**src/rtl/mc_controller.sv**
```systemverilog
// Multicycle MIPS-style control FSM.
// Moore-decoded datapath strobes plus PC enable.
module mc_controller #(
  parameter bit ILLEGAL_HALT = 1'b0
) (
  input  logic       clk,
  input  logic       reset,
  input  logic [5:0] op,
  input  logic [5:0] funct,
  input  logic       zero,
  output logic       pcen,
  output logic       irwrite,
  output logic       memwrite,
  output logic       regwrite,
  output logic       iord,
  output logic       memtoreg,
  output logic       regdst,
  output logic       alusrca,
  output logic [1:0] alusrcb,
  output logic [1:0] pcsrc,
  output logic [2:0] alu_ctrl,
  output logic [3:0] state
);

  typedef enum logic [3:0] {
    FETCH    = 4'd0,
    DECODE   = 4'd1,
    MEMADR   = 4'd2,
    MEMRD    = 4'd3,
    MEMWB    = 4'd4,
    MEMWR    = 4'd5,
    EXECUTE  = 4'd6,
    ALUWB    = 4'd7,
    BRANCH   = 4'd8,
    ADDIEXEC = 4'd9,
    ADDIWB   = 4'd10,
    JUMP     = 4'd11,
    HALT     = 4'd15
  } state_t;

  localparam logic [5:0] OP_LW   = 6'b100011;
  localparam logic [5:0] OP_SW   = 6'b101011;
  localparam logic [5:0] OP_RTYP = 6'b000000;
  localparam logic [5:0] OP_BEQ  = 6'b000100;
  localparam logic [5:0] OP_ADDI = 6'b001000;
  localparam logic [5:0] OP_J    = 6'b000010;

  localparam logic [2:0] ALU_ADD = 3'b000;
  localparam logic [2:0] ALU_SUB = 3'b001;
  localparam logic [2:0] ALU_AND = 3'b010;
  localparam logic [2:0] ALU_OR  = 3'b011;
  localparam logic [2:0] ALU_SLT = 3'b101;

  state_t cur, nxt;
  logic   pcwrite, branch;

  always_ff @(posedge clk) begin
    if (reset) cur <= FETCH;
    else       cur <= nxt;
  end

  always_comb begin
    nxt      = FETCH;
    pcwrite  = 1'b0;
    branch   = 1'b0;
    irwrite  = 1'b0;
    memwrite = 1'b0;
    regwrite = 1'b0;
    iord     = 1'b0;
    memtoreg = 1'b0;
    regdst   = 1'b0;
    alusrca  = 1'b0;
    alusrcb  = 2'b00;
    pcsrc    = 2'b00;
    alu_ctrl = ALU_ADD;
    case (cur)
      FETCH: begin
        irwrite = 1'b1;
        alusrcb = 2'b01;
        pcwrite = 1'b1;
        nxt     = DECODE;
      end
      DECODE: begin
        alusrcb = 2'b11;
        case (op)
          OP_LW, OP_SW: nxt = MEMADR;
          OP_RTYP:      nxt = EXECUTE;
          OP_BEQ:       nxt = BRANCH;
          OP_ADDI:      nxt = ADDIEXEC;
          OP_J:         nxt = JUMP;
          default:      nxt = ILLEGAL_HALT ? HALT : FETCH;
        endcase
      end
      MEMADR: begin
        alusrca = 1'b1;
        alusrcb = 2'b10;
        nxt     = (op == OP_LW) ? MEMRD : MEMWR;
      end
      MEMRD: begin
        iord = 1'b1;
        nxt  = MEMWB;
      end
      MEMWB: begin
        memtoreg = 1'b1;
        regwrite = 1'b1;
      end
      MEMWR: begin
        iord     = 1'b1;
        memwrite = 1'b1;
      end
      EXECUTE: begin
        alusrca = 1'b1;
        nxt     = ALUWB;
        case (funct)
          6'b100010: alu_ctrl = ALU_SUB;
          6'b100100: alu_ctrl = ALU_AND;
          6'b100101: alu_ctrl = ALU_OR;
          6'b101010: alu_ctrl = ALU_SLT;
          default:   alu_ctrl = ALU_ADD;
        endcase
      end
      ALUWB: begin
        regdst   = 1'b1;
        regwrite = 1'b1;
      end
      BRANCH: begin
        alusrca  = 1'b1;
        alu_ctrl = ALU_SUB;
        pcsrc    = 2'b01;
        branch   = 1'b1;
      end
      ADDIEXEC: begin
        alusrca = 1'b1;
        alusrcb = 2'b10;
        nxt     = ADDIWB;
      end
      ADDIWB:  regwrite = 1'b1;
      JUMP: begin
        pcsrc   = 2'b10;
        pcwrite = 1'b1;
      end
      HALT:    nxt = HALT;
      // Unused codes 12-14 fall back to FETCH with everything low.
      default: nxt = FETCH;
    endcase
  end

  assign pcen  = pcwrite | (branch & zero);
  assign state = cur;

endmodule

```
**config.mk**
```make
export PLATFORM = sky130hd
export DESIGN_NAME = mc_controller
export DESIGN_NICKNAME = d
export VERILOG_FILES = /design/src/rtl/mc_controller.sv
export SDC_FILE = /design/constraint.sdc
export NUM_CORES = 1
export LEC_CHECK = 0
export CAP_MARGIN = 20
export CORE_MARGIN = 3
export CORE_UTILIZATION = 26
export DETAILED_ROUTE_END_ITERATION = 16
export SYNTH_ARGS = -nofsm -noshare
export SYNTH_HDL_FRONTEND = slang
export SYNTH_SLANG_ARGS = --single-unit
```
**constraint.sdc**
```tcl
create_clock -name clk -period 1.3 [get_ports clk]
set_clock_uncertainty 0.05 [all_clocks]
set_input_delay 0.13 -clock clk [delete_from_list [all_inputs] [get_ports clk]]
set_output_delay 0.13 -clock clk [all_outputs]
set_load 0.1 [all_outputs]
```
==> metrics.json, run 1 <==
{
  "outcome": "stopped before the end",
  "cts_made_buffers": 3,
  "yosys_reg_bits": 4,
  "place_hpwl_um": 1803,
  "syn_nets": 95,
  "worstEpCategory": "primary output",
  "placementRows": 15,
  "post_cts_hold_buffer_count": 0,
  "synth_area_um2": 499.2,
  "buffer_ports.inserted": 33,
  "postGrtWorstEndpoint": "alu_ctrl[0]",
  "floorplan.initialDensity": 0.2830,
  "die-width_um": 49.82,
  "ioPinCount": 34,
  "grt_max_degree": 12,
  "yosysTopAreaCellShare": 0.1604,
  "numClockSinks": 4,
  "synthTopCellsByArea": "sky130_fd_sc_hd__dfxtp_1, sky130_fd_sc_hd__nor2_1, sky130_fd_sc_hd__nor3_1, sky130_fd_sc_hd__nand2_1, sky130_fd_sc_hd__a21oi_1",
  "cell_taking_the_most_area_after_synthesis": "sky130_fd_sc_hd__dfxtp_1",
  "grt_antenna_before_repair": 0,
  "finalWeightedCongestion": 0.7925,
  "h_tree_depth_reported_by_cts": 1,
  "flow.first_error": "[ERROR DPL-0033] detailed placement checks failed during check placement.",
  "ctsRootBufferMaster": "sky130_fd_sc_hd__clkbuf_4",
  "haltStage": "global routing (5_1_grt)",
  "clock_tree.buffer_depth": 2,
  "ys.warnings.count": 0,
  "synthesis.area_per_instance_um2": 6.240,
  "sequential_fraction_of_the_synthesis_area": 0.1604,
  "post_synth_num_cell_types": 28,
  "die_height_um": 49.82,
  "netlist_instances": 80
}
stage by stage:
stage | setup TNS (ps) | area (µm²) | setup slack [ps] | util | std cells
after global placement | -1150 | 1428 | -185.7 | 0.8092 | 164
after CTS | -2914 | 1620 | -270.0 | 0.9184 | 173
after floorplan | -9044 | 660.6 | -929.6 | - | 80
after detailed placement | -1462 | 1428 | -264.6 | 0.8092 | 164
synthesized netlist by cell type, drive strengths merged:
cell type / n
o21ai: 3
nor2: 14
xor2: 2
o31ai: 1
inv: 2
nand3b: 1
buf: 4
o22ai: 1
nor4: 3
xnor2: 2
nand2: 8
o21bai: 1
a31oi: 4
a221o: 1
nor3: 6
clkbuf: 1
nand3: 4
or4: 1
nor3b: 2
and3: 1
dfxtp: 4
or2b: 1
a32oi: 1
nand4: 1
o21a: 1
a21oi: 5
nand2b: 5
repair_timing:
| item | 4_1_cts |
|---|---|
| gates cloned | 1 |
| setup buffers | 5 |
| gates resized for setup | 26 |
| endpoints found under the setup margin | 18 |
| pin swaps | 11 |
kinds of logic after synthesis:
family / count (synthesis) / synth area share
AO/OA/AOI/OAI: 18 / 0.2256
XOR/XNOR: 4 / 0.07019
buffers and inverters: 7 / 0.06266
flip-flops: 4 / 0.1604
AND/OR/NAND/NOR: 47 / 0.4812
==> run 2: changes to the inputs <==
--- a/config.mk
+++ b/config.mk
@@ -6,9 +6,10 @@
 export NUM_CORES = 1
 export LEC_CHECK = 0
 export CAP_MARGIN = 20
-export CORE_MARGIN = 3
-export CORE_UTILIZATION = 26
+export CORE_AREA = 3 3 64 66
 export DETAILED_ROUTE_END_ITERATION = 16
+export DIE_AREA = 0 0 67 69
+export PLACE_DENSITY_LB_ADDON = 0.15
 export SYNTH_ARGS = -nofsm -noshare
 export SYNTH_HDL_FRONTEND = slang
 export SYNTH_SLANG_ARGS = --single-unit
==> constraint.sdc (replaced) <==
create_clock -name clk -period 1.69 [get_ports clk]
set_clock_uncertainty 0.05 [all_clocks]
set_input_delay 0.169 -clock clk [delete_from_list [all_inputs] [get_ports clk]]
set_output_delay 0.169 -clock clk [all_outputs]
set_load 0.1 [all_outputs]
==> run 2 against run 1 <==
  * The flow now finishes without violations
  * Area after synthesis is the same
  * Synthesized cell count did not move
==> metrics.json, run 2 <==
{
  "outcome": "finished, final reports clean",
  "rsz0062_at_grt": "yes",
  "cp_data_arrival_time_ps": 1450,
  "tightestPinTransition_ps": 412.1,
  "cp-end-kind": "output port",
  "irDropWorstVdd_mv": 0.1413,
  "layout.cells.most_common_list": "sky130_fd_sc_hd__buf_12, sky130_fd_sc_hd__clkdlybuf4s50_1, sky130_fd_sc_hd__nor2_4",
  "clock_latency_ps": 220,
  "startpoint_type": "flop",
  "grt_antenna_before_repair": 0,
  "detail_route.iter0.violations": 16,
  "final_sum_of_negative_setup_slack_ps": 0,
  "hold_path.class": "in2reg",
  "critPathRequiredTime_ps": 1470,
  "areaGrowthSynthToFinish_pct": 176.4,
  "synth_area_um2": 499.2,
  "ioPinCount": 34,
  "die_height_um": 69,
  "post_cts_hold_buffer_count": 0,
  "worstSetupPathType": "reg2out",
  "synthTopCellsByArea": "sky130_fd_sc_hd__dfxtp_1, sky130_fd_sc_hd__nor2_1, sky130_fd_sc_hd__nor3_1, sky130_fd_sc_hd__nand2_1, sky130_fd_sc_hd__a21oi_1",
  "timing.critical_path.from": "state[3]",
  "most_numerous_cell_types_in_the_synthesized_netlist": "sky130_fd_sc_hd__nor2_1, sky130_fd_sc_hd__nand2_1, sky130_fd_sc_hd__nor3_1",
  "cts_made_buffers": 3,
  "timing.hold.worst.start": "reset",
  "timing.final.setup_violations": 0,
  "p_per_area_nw_per_um2": 442.1,
  "avgViaCountPerCell": 4.353,
  "timing_max_transition_violations_final": 0,
  "synth-main-ff-cell": "sky130_fd_sc_hd__dfxtp_1",
  "synthesis.area_per_instance_um2": 6.240,
  "synth_enable_flop_cells": 0,
  "crit_path_max_fanout": 8,
  "sequential_fraction_of_the_synthesis_area": 0.1604,
  "placementRows": 22,
  "numClockSinks": 4,
  "finish.instance_area_um2": 1380,
  "layout_commonest_cell": "sky130_fd_sc_hd__buf_12",
  "gr-total-overflow": 0,
  "drive_gt1_frac": 0.4754,
  "syn_nets": 95,
  "global_route_wire_length_before_repair_um": 3180,
  "synth.most_common_cell": "sky130_fd_sc_hd__nor2_1",
  "area_used_by_sequential_logic_in_the_layout_um2": 95.09,
  "fmax_ghz": 0.5991,
  "largest_register_ff_count": 4,
  "core_area_um2": 3633,
  "dpl-instance-area_um2": 1271,
  "clock_tree.buffer_depth": 2,
  "final_period_demand_of_the_worst_path_ps": 1669,
  "yosysTopAreaCellShare": 0.1604,
  "detailedRoute.firstPassIterationCount": 4,
  "post_synth_num_cell_types": 28,
  "number_of_max_capacitance_violations_reported": 0,
  "floorplan.initialDensity": 0.1374,
  "ctsRootBufferMaster": "sky130_fd_sc_hd__clkbuf_8",
  "die-width_um": 67,
  "netlist_instances": 80,
  "place_hpwl_um": 1648,
  "finalWeightedCongestion": 0.7371,
  "power_leakage_nw": 0.4637,
  "drc_errors": 0,
  "finish.net_count": 139,
  "maxSlewHeadroom": 0.7228,
  "yosys_reg_bits": 4,
  "timing.final.crit_share": 0.9877,
  "antenna_left": 0,
  "detailroute.via_count": 740,
  "buffer_ports.inserted": 33,
  "drt-total-wl_um": 1995,
  "cts.reportedPaths.clkPinSlew_ps": 30,
  "post_layout_total_power_uw": 610.1,
  "multi_input_comb_area_um2": 554.3,
  "vias_in_the_first_global_route": 697,
  "ys.warnings.count": 0,
  "h_tree_depth_reported_by_cts": 1,
  "asyncSetResetFlopFracSynth": 0,
  "cell_taking_the_most_area_after_synthesis": "sky130_fd_sc_hd__dfxtp_1",
  "globalRouteTotalUtil": 0.08762,
  "antenna_cells_inserted": 0,
  "worst_r2r_src": "state[1]",
  "grt_max_degree": 16,
  "timing_hold_violations_final": 0,
  "tritoncts": "done",
  "floorplan.die_area_um2": 4623,
  "fill_cells": 393,
  "post_drt_wl_per_cell_um": 11.74
}
run 2: cell counts after synthesis:
No cell type changed its count.
run 2: cells by family after synthesis:
| logic type | share of synthesized area |
|---|---|
| simple gates | 0.4812 |
| compound gates | 0.2256 |
| buf+inv | 0.06266 |
| xor+xnor | 0.07019 |
| flops | 0.1604 |
run 2: cell type report:
class | instances | area share
Clock buffer | 3 | 0.02992
Timing Repair Buffer | 44 | 0.4506
Tap cell | 48 | 0.04352
Sequential cell | 4 | 0.06890
Multi-Input combinational cell | 69 | 0.4016
Inverter | 2 | 0.005440
run 2: critical path: stages, from the launching register on:
cell and delay [ps]:
sky130_fd_sc_hd__dfxtp_4 370, sky130_fd_sc_hd__nand2b_4 160, sky130_fd_sc_hd__nor2_4 110, sky130_fd_sc_hd__nand3b_1 80, sky130_fd_sc_hd__buf_4 170, sky130_fd_sc_hd__o21bai_4 150, sky130_fd_sc_hd__buf_12 180
run 2: final timing paths:
| path | end | slack, ps | depth (start not counted) |
|---|---|---|---|
| max | alu_ctrl[0] | 20 | 6 |
| min | state[3] | 510 | 2 |
| max reg2reg | state[0] | 310 | 5 |
| min reg2reg | state[1] | 520 | 2 |
run 2: timing repair:
action                                  CTS  global route
pin swaps                                 2             1
hold endpoints to repair                  0             0
endpoints found under the setup margin    4             6
setup buffers                             2             1
gates resized for setup                   3             7
cloned                                    0             0
run 2: through the flow:
step / setup slack, ps / cells / utilization / hold WS [ps]
after floorplan: -578.6 / 80 / - / 185.3
after global placement: 36.81 / 164 / 0.3499 / 502.4
after detailed placement: 76.08 / 164 / 0.3499 / 508.3
after CTS: -20.41 / 169 / 0.3681 / 497.7
after global routing: -39.37 / 170 / 0.3798 / 526.0
final: 20.75 / 170 / 0.3798 / 505.7
run 2: power by group:
part / switching [mW] / total (mW) / leakage, nW / internal (mW)
Clock: 0.0517 / 0.204 / 0.0216 / 0.152
Sequential: 0.00445 / 0.0988 / 0.0355 / 0.0943
Combinational: 0.177 / 0.308 / 0.407 / 0.130
run 2: metal layers:
| metal | GRT usage | wire, µm |
|---|---|---|
| met1 | 0.1053 | 794 |
| met2 | 0.1441 | 1059 |
| met3 | 0.01954 | 122 |
| met4 | 0.04054 | 19 |
| met5 | 0 | 0 |
(Power assumes the default switching activity.)
==> run 3: changes to the inputs <==
--- a/config.mk
+++ b/config.mk
@@ -9,7 +9,9 @@
 export CORE_AREA = 3 3 64 66
 export DETAILED_ROUTE_END_ITERATION = 16
 export DIE_AREA = 0 0 67 69
+export HOLD_SLACK_MARGIN = 0.1
 export PLACE_DENSITY_LB_ADDON = 0.15
+export SLEW_MARGIN = 20
 export SYNTH_ARGS = -nofsm -noshare
 export SYNTH_HDL_FRONTEND = slang
 export SYNTH_SLANG_ARGS = --single-unit
==> results of run 3 <==
No change in the layout: final DEF, timing and power equal those of run 2.
